**config.mk**
```make
export PLATFORM = sky130hd
export DESIGN_NAME = mul_iter_unit_flat
export DESIGN_NICKNAME = d
export VERILOG_FILES = /design/src/rtl/mul_iter_unit_pkg.sv /design/src/rtl/mul_iter_unit_if.sv /design/src/rtl/mul_iter_unit.sv /design/src/flat_wrapper.sv
export SDC_FILE = /design/constraint.sdc
export NUM_CORES = 1
export LEC_CHECK = 0
export CAP_MARGIN = 20
export CORE_MARGIN = 5
export CORE_UTILIZATION = 35
export CTS_CLUSTER_DIAMETER = 50
export CTS_CLUSTER_SIZE = 8
export DETAILED_ROUTE_END_ITERATION = 8
export PLACE_DENSITY_LB_ADDON = 0.1
export SYNTH_ARGS = -nofsm -noshare
export SYNTH_HDL_FRONTEND = slang
export SYNTH_SLANG_ARGS = --single-unit
```
**constraint.sdc**
```tcl
create_clock -name clock -period 4.29 [get_ports clock]
set_input_delay 1.287 -clock clock [delete_from_list [all_inputs] [get_ports clock]]
set_output_delay 1.287 -clock clock [all_outputs]
set_load 0.01 [all_outputs]
```
**src/rtl/mul_iter_unit_pkg.sv**
```systemverilog
// Shared types and constants for the iterative multiplier.
package mul_pkg;

   localparam int unsigned MUL_WIDTH = 32;

   typedef enum logic [1:0] {IDLE, BUSY, DONE} mul_state_t;

   function automatic int unsigned cnt_width(input int unsigned n);
      return (n > 1) ? $clog2(n) : 1;
   endfunction

endpackage

```
**src/rtl/mul_iter_unit_if.sv**
```systemverilog
// EX-stage multiplier bus: operation request from the pipeline, stall/product back.
interface mul_iter_unit_if
   import mul_pkg::*;
#(
   parameter int unsigned WIDTH = MUL_WIDTH
);
   logic             start;
   logic             is_signed;
   logic [0:WIDTH-1] op_a;
   logic [0:WIDTH-1] op_b;
   logic             flush;
   logic             mul_stall;
   logic             done;
   logic [0:WIDTH-1] result;

   modport master (
      output start, is_signed, op_a, op_b, flush,
      input  mul_stall, done, result
   );

   modport slave (
      input  start, is_signed, op_a, op_b, flush,
      output mul_stall, done, result
   );
endinterface

```
**src/rtl/mul_iter_unit.sv**
```systemverilog
// Iterative shift-add multiplier for the EX stage; holds the pipeline while busy
// and presents the low WIDTH bits of the signed/unsigned product for one cycle.
module mul_iter_unit
   import mul_pkg::*;
#(
   parameter int unsigned WIDTH = MUL_WIDTH,
   parameter int unsigned STEP  = 1
) (
   input  logic            clock,
   input  logic            reset,
   mul_iter_unit_if.slave  bus
);

   localparam int unsigned N  = WIDTH / STEP;
   localparam int unsigned CW = cnt_width(N);

   mul_state_t       state_q,  state_d;
   logic [CW-1:0]    cnt_q,    cnt_d;
   logic [WIDTH-1:0] acc_q,    acc_d;
   logic [WIDTH-1:0] mcand_q,  mcand_d;
   logic [WIDTH-1:0] mplier_q, mplier_d;
   logic [WIDTH-1:0] result_q, result_d;
   logic             sign_q,   sign_d;

   logic [WIDTH-1:0] a_val, b_val, a_mag, b_mag;
   logic [WIDTH-1:0] acc_step, final_val;
   logic             done_c;

   // Port bit 0 is the MSB; positional assignment lands it at the top of a descending vector.
   assign a_val = bus.op_a;
   assign b_val = bus.op_b;

   assign a_mag = (bus.is_signed && a_val[WIDTH-1]) ? ('0 - a_val) : a_val;
   assign b_mag = (bus.is_signed && b_val[WIDTH-1]) ? ('0 - b_val) : b_val;

   always_comb begin
      acc_step = acc_q;
      for (int unsigned i = 0; i < STEP; i++) begin
         if (mplier_q[i]) begin
            acc_step = acc_step + (mcand_q << i);
         end
      end
   end

   assign final_val = sign_q ? ('0 - acc_q) : acc_q;

   always_comb begin
      state_d  = state_q;
      cnt_d    = cnt_q;
      acc_d    = acc_q;
      mcand_d  = mcand_q;
      mplier_d = mplier_q;
      sign_d   = sign_q;
      result_d = result_q;
      done_c   = 1'b0;

      case (state_q)
         IDLE: begin
            if (bus.start) begin
               mcand_d  = a_mag;
               mplier_d = b_mag;
               sign_d   = bus.is_signed & (a_val[WIDTH-1] ^ b_val[WIDTH-1]);
               acc_d    = '0;
               cnt_d    = CW'(N - 1);
               state_d  = BUSY;
            end
         end
         BUSY: begin
            acc_d    = acc_step;
            mcand_d  = mcand_q << STEP;
            mplier_d = mplier_q >> STEP;
            if (cnt_q == '0) begin
               state_d = DONE;
            end else begin
               cnt_d = cnt_q - 1'b1;
            end
         end
         DONE: begin
            done_c   = 1'b1;
            result_d = final_val;
            state_d  = IDLE;
         end
         default: state_d = IDLE;
      endcase

      if (bus.flush) begin
         state_d  = IDLE;
         done_c   = 1'b0;
         result_d = result_q;
      end
   end

   assign bus.mul_stall = ((state_q == IDLE && bus.start) || state_q == BUSY) && !bus.flush;
   assign bus.done      = done_c;
   // Product is visible in the DONE cycle itself, then held by result_q.
   assign bus.result    = done_c ? final_val : result_q;

   always_ff @(posedge clock) begin
      if (!reset) begin
         state_q  <= IDLE;
         cnt_q    <= '0;
         acc_q    <= '0;
         mcand_q  <= '0;
         mplier_q <= '0;
         sign_q   <= 1'b0;
         result_q <= '0;
      end else begin
         state_q  <= state_d;
         cnt_q    <= cnt_d;
         acc_q    <= acc_d;
         mcand_q  <= mcand_d;
         mplier_q <= mplier_d;
         sign_q   <= sign_d;
         result_q <= result_d;
      end
   end

endmodule

```
**src/flat_wrapper.sv**
```systemverilog
// flat-port wrapper written by rule: the top's interface ports become plain ports
module mul_iter_unit_flat import mul_pkg::*;
#(
   parameter int unsigned WIDTH = MUL_WIDTH,
   parameter int unsigned STEP  = 1
)
  (clock, reset, bus_start, bus_is_signed, bus_op_a, bus_op_b, bus_flush, bus_mul_stall, bus_done, bus_result);
  mul_iter_unit_if #(.WIDTH(WIDTH)) bus_i ();
  input  logic clock;
  input  logic reset;
  input wire logic [$bits(bus_i.start)-1:0] bus_start;
  input wire logic [$bits(bus_i.is_signed)-1:0] bus_is_signed;
  input wire logic [$bits(bus_i.op_a)-1:0] bus_op_a;
  input wire logic [$bits(bus_i.op_b)-1:0] bus_op_b;
  input wire logic [$bits(bus_i.flush)-1:0] bus_flush;
  output wire logic [$bits(bus_i.mul_stall)-1:0] bus_mul_stall;
  output wire logic [$bits(bus_i.done)-1:0] bus_done;
  output wire logic [$bits(bus_i.result)-1:0] bus_result;
  assign bus_i.start = bus_start;
  assign bus_i.is_signed = bus_is_signed;
  assign bus_i.op_a = bus_op_a;
  assign bus_i.op_b = bus_op_b;
  assign bus_i.flush = bus_flush;
  assign bus_mul_stall = bus_i.mul_stall;
  assign bus_done = bus_i.done;
  assign bus_result = bus_i.result;
  mul_iter_unit #(.WIDTH(WIDTH), .STEP(STEP)) u_core (.clock(clock), .reset(reset), .bus(bus_i));
endmodule
```
==> results.toml, run 1 <==
[layout]
drive_gt1_share_pct = 12.5
post-route-util_pct = 45.0
multiInputGateArea_um2 = 5840
area_growth_pct = 26.6
diodes = 0
fillCellCount = 2503
register_area_um2 = 2720
layout.nets = 1270
final_cells = 1500

[critical_path]
slowest_delay_ns = 0.45
reg2reg_slack_ns = 1.16
r2r_start = "u_core.acc_q[0]"
crit_chain = "or3_4 -> or2_4 -> or4_4 -> or3_4 -> buf_6 -> o31ai_4 -> xor2_1 -> a21oi_1 -> buf_2"
critPathCaptureType = "output pin"
critPathMostFrequentCell = "or3_4"
crit_buf_inv = 2
critPathKind = "register to output pin"
cp_max_fo = 5
cp-start-kind = "register"
arrival_ns = 2.93
critPathRequiredTime_ns = 3.00
r2r_end = "u_core.acc_q[28]"
reg2reg_depth = 12
slowest_stage = "or4_4"
critPathTopFamily = "simple AND/OR/NAND/NOR gates"

[route]
vias = 7996
vias_per_cell = 5.33
drtIter0Drc = 687
drt-total-wl_mm = 24.2
post_drt_wl_per_cell_um = 16.2
remaining_drc_errors = 0
ant_nets = 0
first_pass_iters = 8

[sta]
hold_viol_final = 0
fin_ws_ns = 0.0769
max_freq_ghz = 0.237
maxSlewHeadroom_pct = 45.8
finalWorstPathRequiredPeriod_ns = 4.21
worst_pin_slew_ns = 0.810
finalCritPeriodShare_pct = 98.2
slew_violations = 0
finalSetupViolations = 0
fin_skew_ns = 0.00838
rsz0062_at_grt = "true"

[synthesis]
synth-xor-area-share_pct = 12.0
synth_seq_area_share_pct = 31.4
synthAdderAreaFrac_pct = 5.42
synth_compound_area_share_pct = 24.6
synth_area_per_cell_um2 = 8.23
yosys.area_share.simple_pct = 22.2
synth-seq-cells = 136
syn_area_um2 = 8680
synth_top_cells_by_count = "dfxtp_1, a21oi_1, nor2_1"
synth_cells = 1055
yosysMostFrequentCell = "dfxtp_1"
synth_fp_nets = 1161
synth_edf_count = 0
synth_top_area_cell = "dfxtp_1"
synthArstFlopShare_pct = 0
synth_top_family_by_area = "compound AO/OA/AOI/OAI gates"
muxShareOfSynthArea_pct = 0.476
synthFlopType = "dfxtp_1"
synth_top_cell_area_share_pct = 31.4
yosysUniqueCellTypes = 56
ys_top_cells_by_area = "dfxtp_1, a222oi_1, xor2_1"
synth_warnings = 0

[clock_tree]
htree_levels = 4
numCtsBuffers = 17
clk_pin_slew_ns = 0.06
tritoncts = "done"
insertion_delay_ns = 0.42
clkSinkCount = 136
cts_buffer_depth = 2
root_buffer = "clkbuf_16"

[status]
status = "completed"

[floorplanning]
core_um2 = 24400
die_w_um = 167
initial_utilization_pct = 35.6
die_h_um = 167
boundaryPins = 103
die-area_um2 = 28100
rows = 57

[global_route]
globalRouteTotalUtil_pct = 17.1
grt_pass1_vias = 7497
antenna_found_initial = 0
grt_max_degree = 97
grt.overflow.total = 0
grt_pass1_wl_mm = 40.0

[hold_path]
hold_start = "u_core.mplier_q[31]"
min-delay-path-class = "register to register"
hold_path_end = "u_core.mplier_q[31]"
whs_path_depth = 2

[pwr]
irDropWorstVdd_uv = 207
p_clk_share_pct = 41.2
power.leakage_uw = 0.00435
comb_power_share_pct = 16.1
pwr-share-seq_pct = 42.7
sw_frac_of_total_pct = 27.8
switchingPower_uw = 889
p_per_area_nw_per_um2 = 291
intPower_uw = 2310

[place]
dp_slack_ns = -0.172
dpl.cell_count = 1465
io_buffer_count = 102
hpwl_mm = 17.9
gp_congestion = 0.870

[flow_run]
drv_cap = 0
tightest hold or removal path, cell delays in order, from the launching register on:
cell and delay, ns:
dfxtp_1 0.31, nand2_1 0.05, a21boi_0 0.06
sequential cells by signal, summed over array words and instances, names as in the netlist:
name and cells:
u_core.result_q 32, u_core.mcand_q 32, u_core.acc_q 32, u_core.cnt_q 5, u_core.mplier_q 32, u_core.sign_q 1, u_core.state_q 2
how the worst max path moves through the flow:
stage / from / endpoint / slack (ns) / cells past startpoint
floorplan: u_core.acc_q[2] / bus_result[22] / 0.39 / 8
global placement: bus_flush / bus_result[0] / -0.16 / 5
detailed placement: u_core.acc_q[2] / bus_result[29] / -0.17 / 9
CTS: u_core.acc_q[2] / bus_result[22] / -0.007 / 8
global route: u_core.acc_q[2] / bus_result[15] / -0.08 / 8
finish: u_core.acc_q[2] / bus_result[21] / 0.08 / 9
kinds of logic (layout without fill, tap and decap cells):
logic type / after synthesis / after routing
buffers and inverters: 88 / 209
muxes: 4 / 4
xor gates and xnor gates: 119 / 119
DFF: 136 / 136
AOI/OAI and AO/OA: 305 / 305
adders and majority gates: 37 / 37
and+or+nand+nor: 366 / 366
per-layer routing:
| metal | track usage, % | share of wire [%] | vias up |
|---|---|---|---|
| met3 | 3.89 | 4.9 | 18 |
| met1 | 26.8 | 54 | 3697 |
| met2 | 23.7 | 40 | 186 |
| met5 | 0 | 0 | - |
| met4 | 3.74 | 0.95 | 0 |
| li1 | - | - | 4095 |
power by group through the flow:
stage	sequential, µW	combinational (µW)	clock [µW]
floorplan	1370	326	0
global placement	1390	498	0
detailed placement	1390	500	0
CTS	1360	513	1360
global route	1370	569	1420
finish	1370	514	1320
layout by cell type, fill, tap and decap left out, types with 18 or more instances in the layout:
cell / instances
xor2_1: 63
xnor2_1: 56
dfxtp_1: 136
nor2_1: 78
nor3_1: 18
and2_1: 39
buf_4: 49
inv_1: 22
nand2_1: 69
a222oi_1: 57
o21ai_0: 47
nor2b_1: 75
clkdlybuf4s50_1: 79
a21oi_1: 79
ha_1: 36
area by class of cell:
class / count / share of cell area, %
Multi-Input combinational cell: 831 / 53.1
Sequential cell: 136 / 24.8
Timing Repair Buffer: 156 / 12.9
Clock buffer: 19 / 4.03
Tap cell: 324 / 3.69
Inverter: 22 / 0.752
Clock inverter: 12 / 0.717
through the flow:
stage / cell area [µm²] / total power (µW) / TNS [ns] / hold slack [ns]
after CTS: 10900 / 3230 / -0.00654 / 0.472
after floorplan: 8680 / 1700 / 0 / 0.443
after detailed placement: 10200 / 1890 / -3.57 / 0.464
after global routing: 11000 / 3360 / -0.250 / 0.516
final: 11000 / 3200 / 0 / 0.470
after global placement: 10200 / 1890 / -3.37 / 0.457
what timing repair did:
action,in CTS,in global routing
gates cloned,1,0
setup endpoints to repair,33,17
pin swaps,14,12
buffers inserted,3,0
hold buffers,0,0
resized for setup,82,18
Power figures use the tool's default switching activity.
==> inputs of run 2 (changes only) <==
--- a/config.mk
+++ b/config.mk
@@ -12,4 +12,5 @@
 export CTS_CLUSTER_SIZE = 8
 export DETAILED_ROUTE_END_ITERATION = 8
+export GPL_TIMING_DRIVEN = 0
 export PLACE_DENSITY_LB_ADDON = 0.1
 export SYNTH_ARGS = -nofsm -noshare
==> constraint.sdc (replaced) <==
create_clock -name clock -period 4.1 [get_ports clock]
set_input_delay 0.82 -clock clock [delete_from_list [all_inputs] [get_ports clock]]
set_output_delay 0.82 -clock clock [all_outputs]
set_load 0.01 [all_outputs]
==> run 2 against run 1 <==
Compared with the run above: clock-buffer cell count decreased by 1; clock skew up 0.0045 ns; final area shrank 1.5%; non-clock buffer count up 12; die area unchanged; global-route usage grew 0.94 points; sequential power rose by 4%; sequential cell count unchanged; first-iteration DRC count grew 10%; power increased by 11%; highest routed layer unchanged.
==> results.toml, run 2 (synthesis gave the netlist of run 1 again) <==
[status]
status = "completed"

[critical_path]
cp-start-kind = "register"
startpoint = "u_core.acc_q[2]"
r2r_end = "u_core.acc_q[30]"
reg2reg_depth = 11
crit_chain = "or3_1 -> or3b_4 -> or2_4 -> or3_4 -> o41ai_4 -> xor2_1 -> a21oi_2 -> clkdlybuf4s15_2"
cp-endpoint = "bus_result[22]"
r2r_start = "u_core.acc_q[0]"
critPathRequiredTime_ns = 3.28
arrival_ns = 3.17
critPathCaptureType = "output pin"
cp_max_fo = 6
reg2reg_slack_ns = 0.50
critPathKind = "register to output pin"
slowest_delay_ns = 0.43
slowest_stage = "or3_4"

[route]
remaining_drc_errors = 0
first_pass_iters = 7
vias = 8192
post_drt_wl_per_cell_um = 17.1
drt-total-wl_mm = 25.8
vias_per_cell = 5.41
drtIter0Drc = 759
ant_nets = 0

[pwr]
power.leakage_uw = 0.00412
p_per_area_nw_per_um2 = 328
irDropWorstVdd_uv = 233
finalPower_uw = 3550

[sta]
slew_violations = 0
finalWorstPathRequiredPeriod_ns = 3.99
rsz0062_at_grt = "true"
worst_pin_slew_ns = 0.762
fin_skew_ns = 0.0129
hold_viol_final = 0
hold_ws_ns = 0.468
finalSetupViolations = 0
finalCritPeriodShare_pct = 97.3
tns_ns = 0
maxSlewHeadroom_pct = 49.2
max_freq_ghz = 0.251

[place]
gp_congestion = 0.890
io_buffer_count = 102
hpwl_mm = 20.3

[layout]
drive_gt1_share_pct = 6.73
final_cell_mix = "dfxtp_1, clkdlybuf4s50_1, a21oi_1"
diodes = 0
final_common_cell = "dfxtp_1"
layout.nets = 1282
area_growth_pct = 24.6
fillCellCount = 2485

[clock_tree]
root_buffer = "clkbuf_16"
htree_levels = 4
tritoncts = "done"
cts_hold_buf = 0
cts_buffer_depth = 2
clk_pin_slew_ns = 0.06
clkSinkCount = 136
insertion_delay_ns = 0.43
numCtsBuffers = 17
cts_setup_buffers = 0

[global_route]
grt_pass1_vias = 7665
grt_pass1_wl_mm = 41.4
grt.overflow.total = 0
globalRouteTotalUtil_pct = 18.1
antenna_found_initial = 0
grt_max_degree = 17

[floorplanning]
initial_utilization_pct = 35.6
core_um2 = 24400
boundaryPins = 103
rows = 57
die-area_um2 = 28100
die_h_um = 167
die_w_um = 167

[flow_run]
drv_cap = 0

[hold_path]
min-delay-path-class = "register to register"
whs_path_depth = 2
==> run 2: cell types whose count changed in the layout (fill, tap and decap cells not counted), sizes merged <==
cell	change
clkdlybuf4s15	+2
dlygate4sd2	+1
clkinvlp	-1
buf	-55
clkdlybuf4s50	+10
bufbuf	-1
clkbuf	+58
bufinv	+3
dlymetal6s2s	-4
==> run 2: worst max-delay path: cells and delay by family (launching register included) <==
| kind | cells | cell delay (ns) |
|---|---|---|
| and+or+nand+nor | 4 | 1.53 |
| DFF | 1 | 0.36 |
| AOI/OAI and AO/OA | 2 | 0.40 |
| xor gates and xnor gates | 1 | 0.21 |
| buffers and inverters | 1 | 0.24 |
==> run 2: stage by stage <==
step	util [%]	instances	cell area (µm²)	setup slack (ns)
floorplan	-	1055	8680	0.668
global placement	41.4	1481	10100	-0.195
detailed placement	41.5	1482	10100	-0.171
CTS	44.2	1512	10800	-0.0659
global route	44.4	1513	10800	-0.0147
finish	44.4	1513	10800	0.109
==> run 2: report_power, final <==
part	leakage (µW)	internal (µW)	switching [µW]
clock network	0.000291	960	622
logic	0.00272	248	291
registers	0.00111	1380	53.4
==> run 2: metal layers <==
metal	global-route usage, %	share of wire (%)
met3	2.81	5.2
met4	5.15	1.7
met5	0	0
met1	27.1	52
met2	26.7	42
==> run 2: final cells by class <==
type	count	area, µm²	share of cell area (%)
buffer	64	251	2.32
multi-input combinational	831	5740	53.1
tap	324	405	3.75
timing repair buffer	104	1010	9.32
sequential	136	2720	25.2
clock buffer	18	429	3.97
clock inverter	14	173	1.60
inverter	22	82.6	0.763
==> run 2: worst min path at each step <==
stage / from / slack (ns) / to
6_report: u_core.mplier_q[31] / 0.47 / u_core.mplier_q[31]
5_1_grt: u_core.mplier_q[31] / 0.48 / u_core.mplier_q[31]
4_1_cts: u_core.mplier_q[31] / 0.47 / u_core.mplier_q[31]
3_5_place_dp: u_core.mplier_q[31] / 0.46 / u_core.mplier_q[31]
3_3_place_gp: u_core.mplier_q[31] / 0.46 / u_core.mplier_q[31]
2_1_floorplan: u_core.mplier_q[31] / 0.44 / u_core.mplier_q[31]
==> run 2: what timing repair did <==
item                                    4_1_cts  5_1_grt
endpoints found under the setup margin       27       17
pin swaps                                     2        6
resized for setup                            33       22
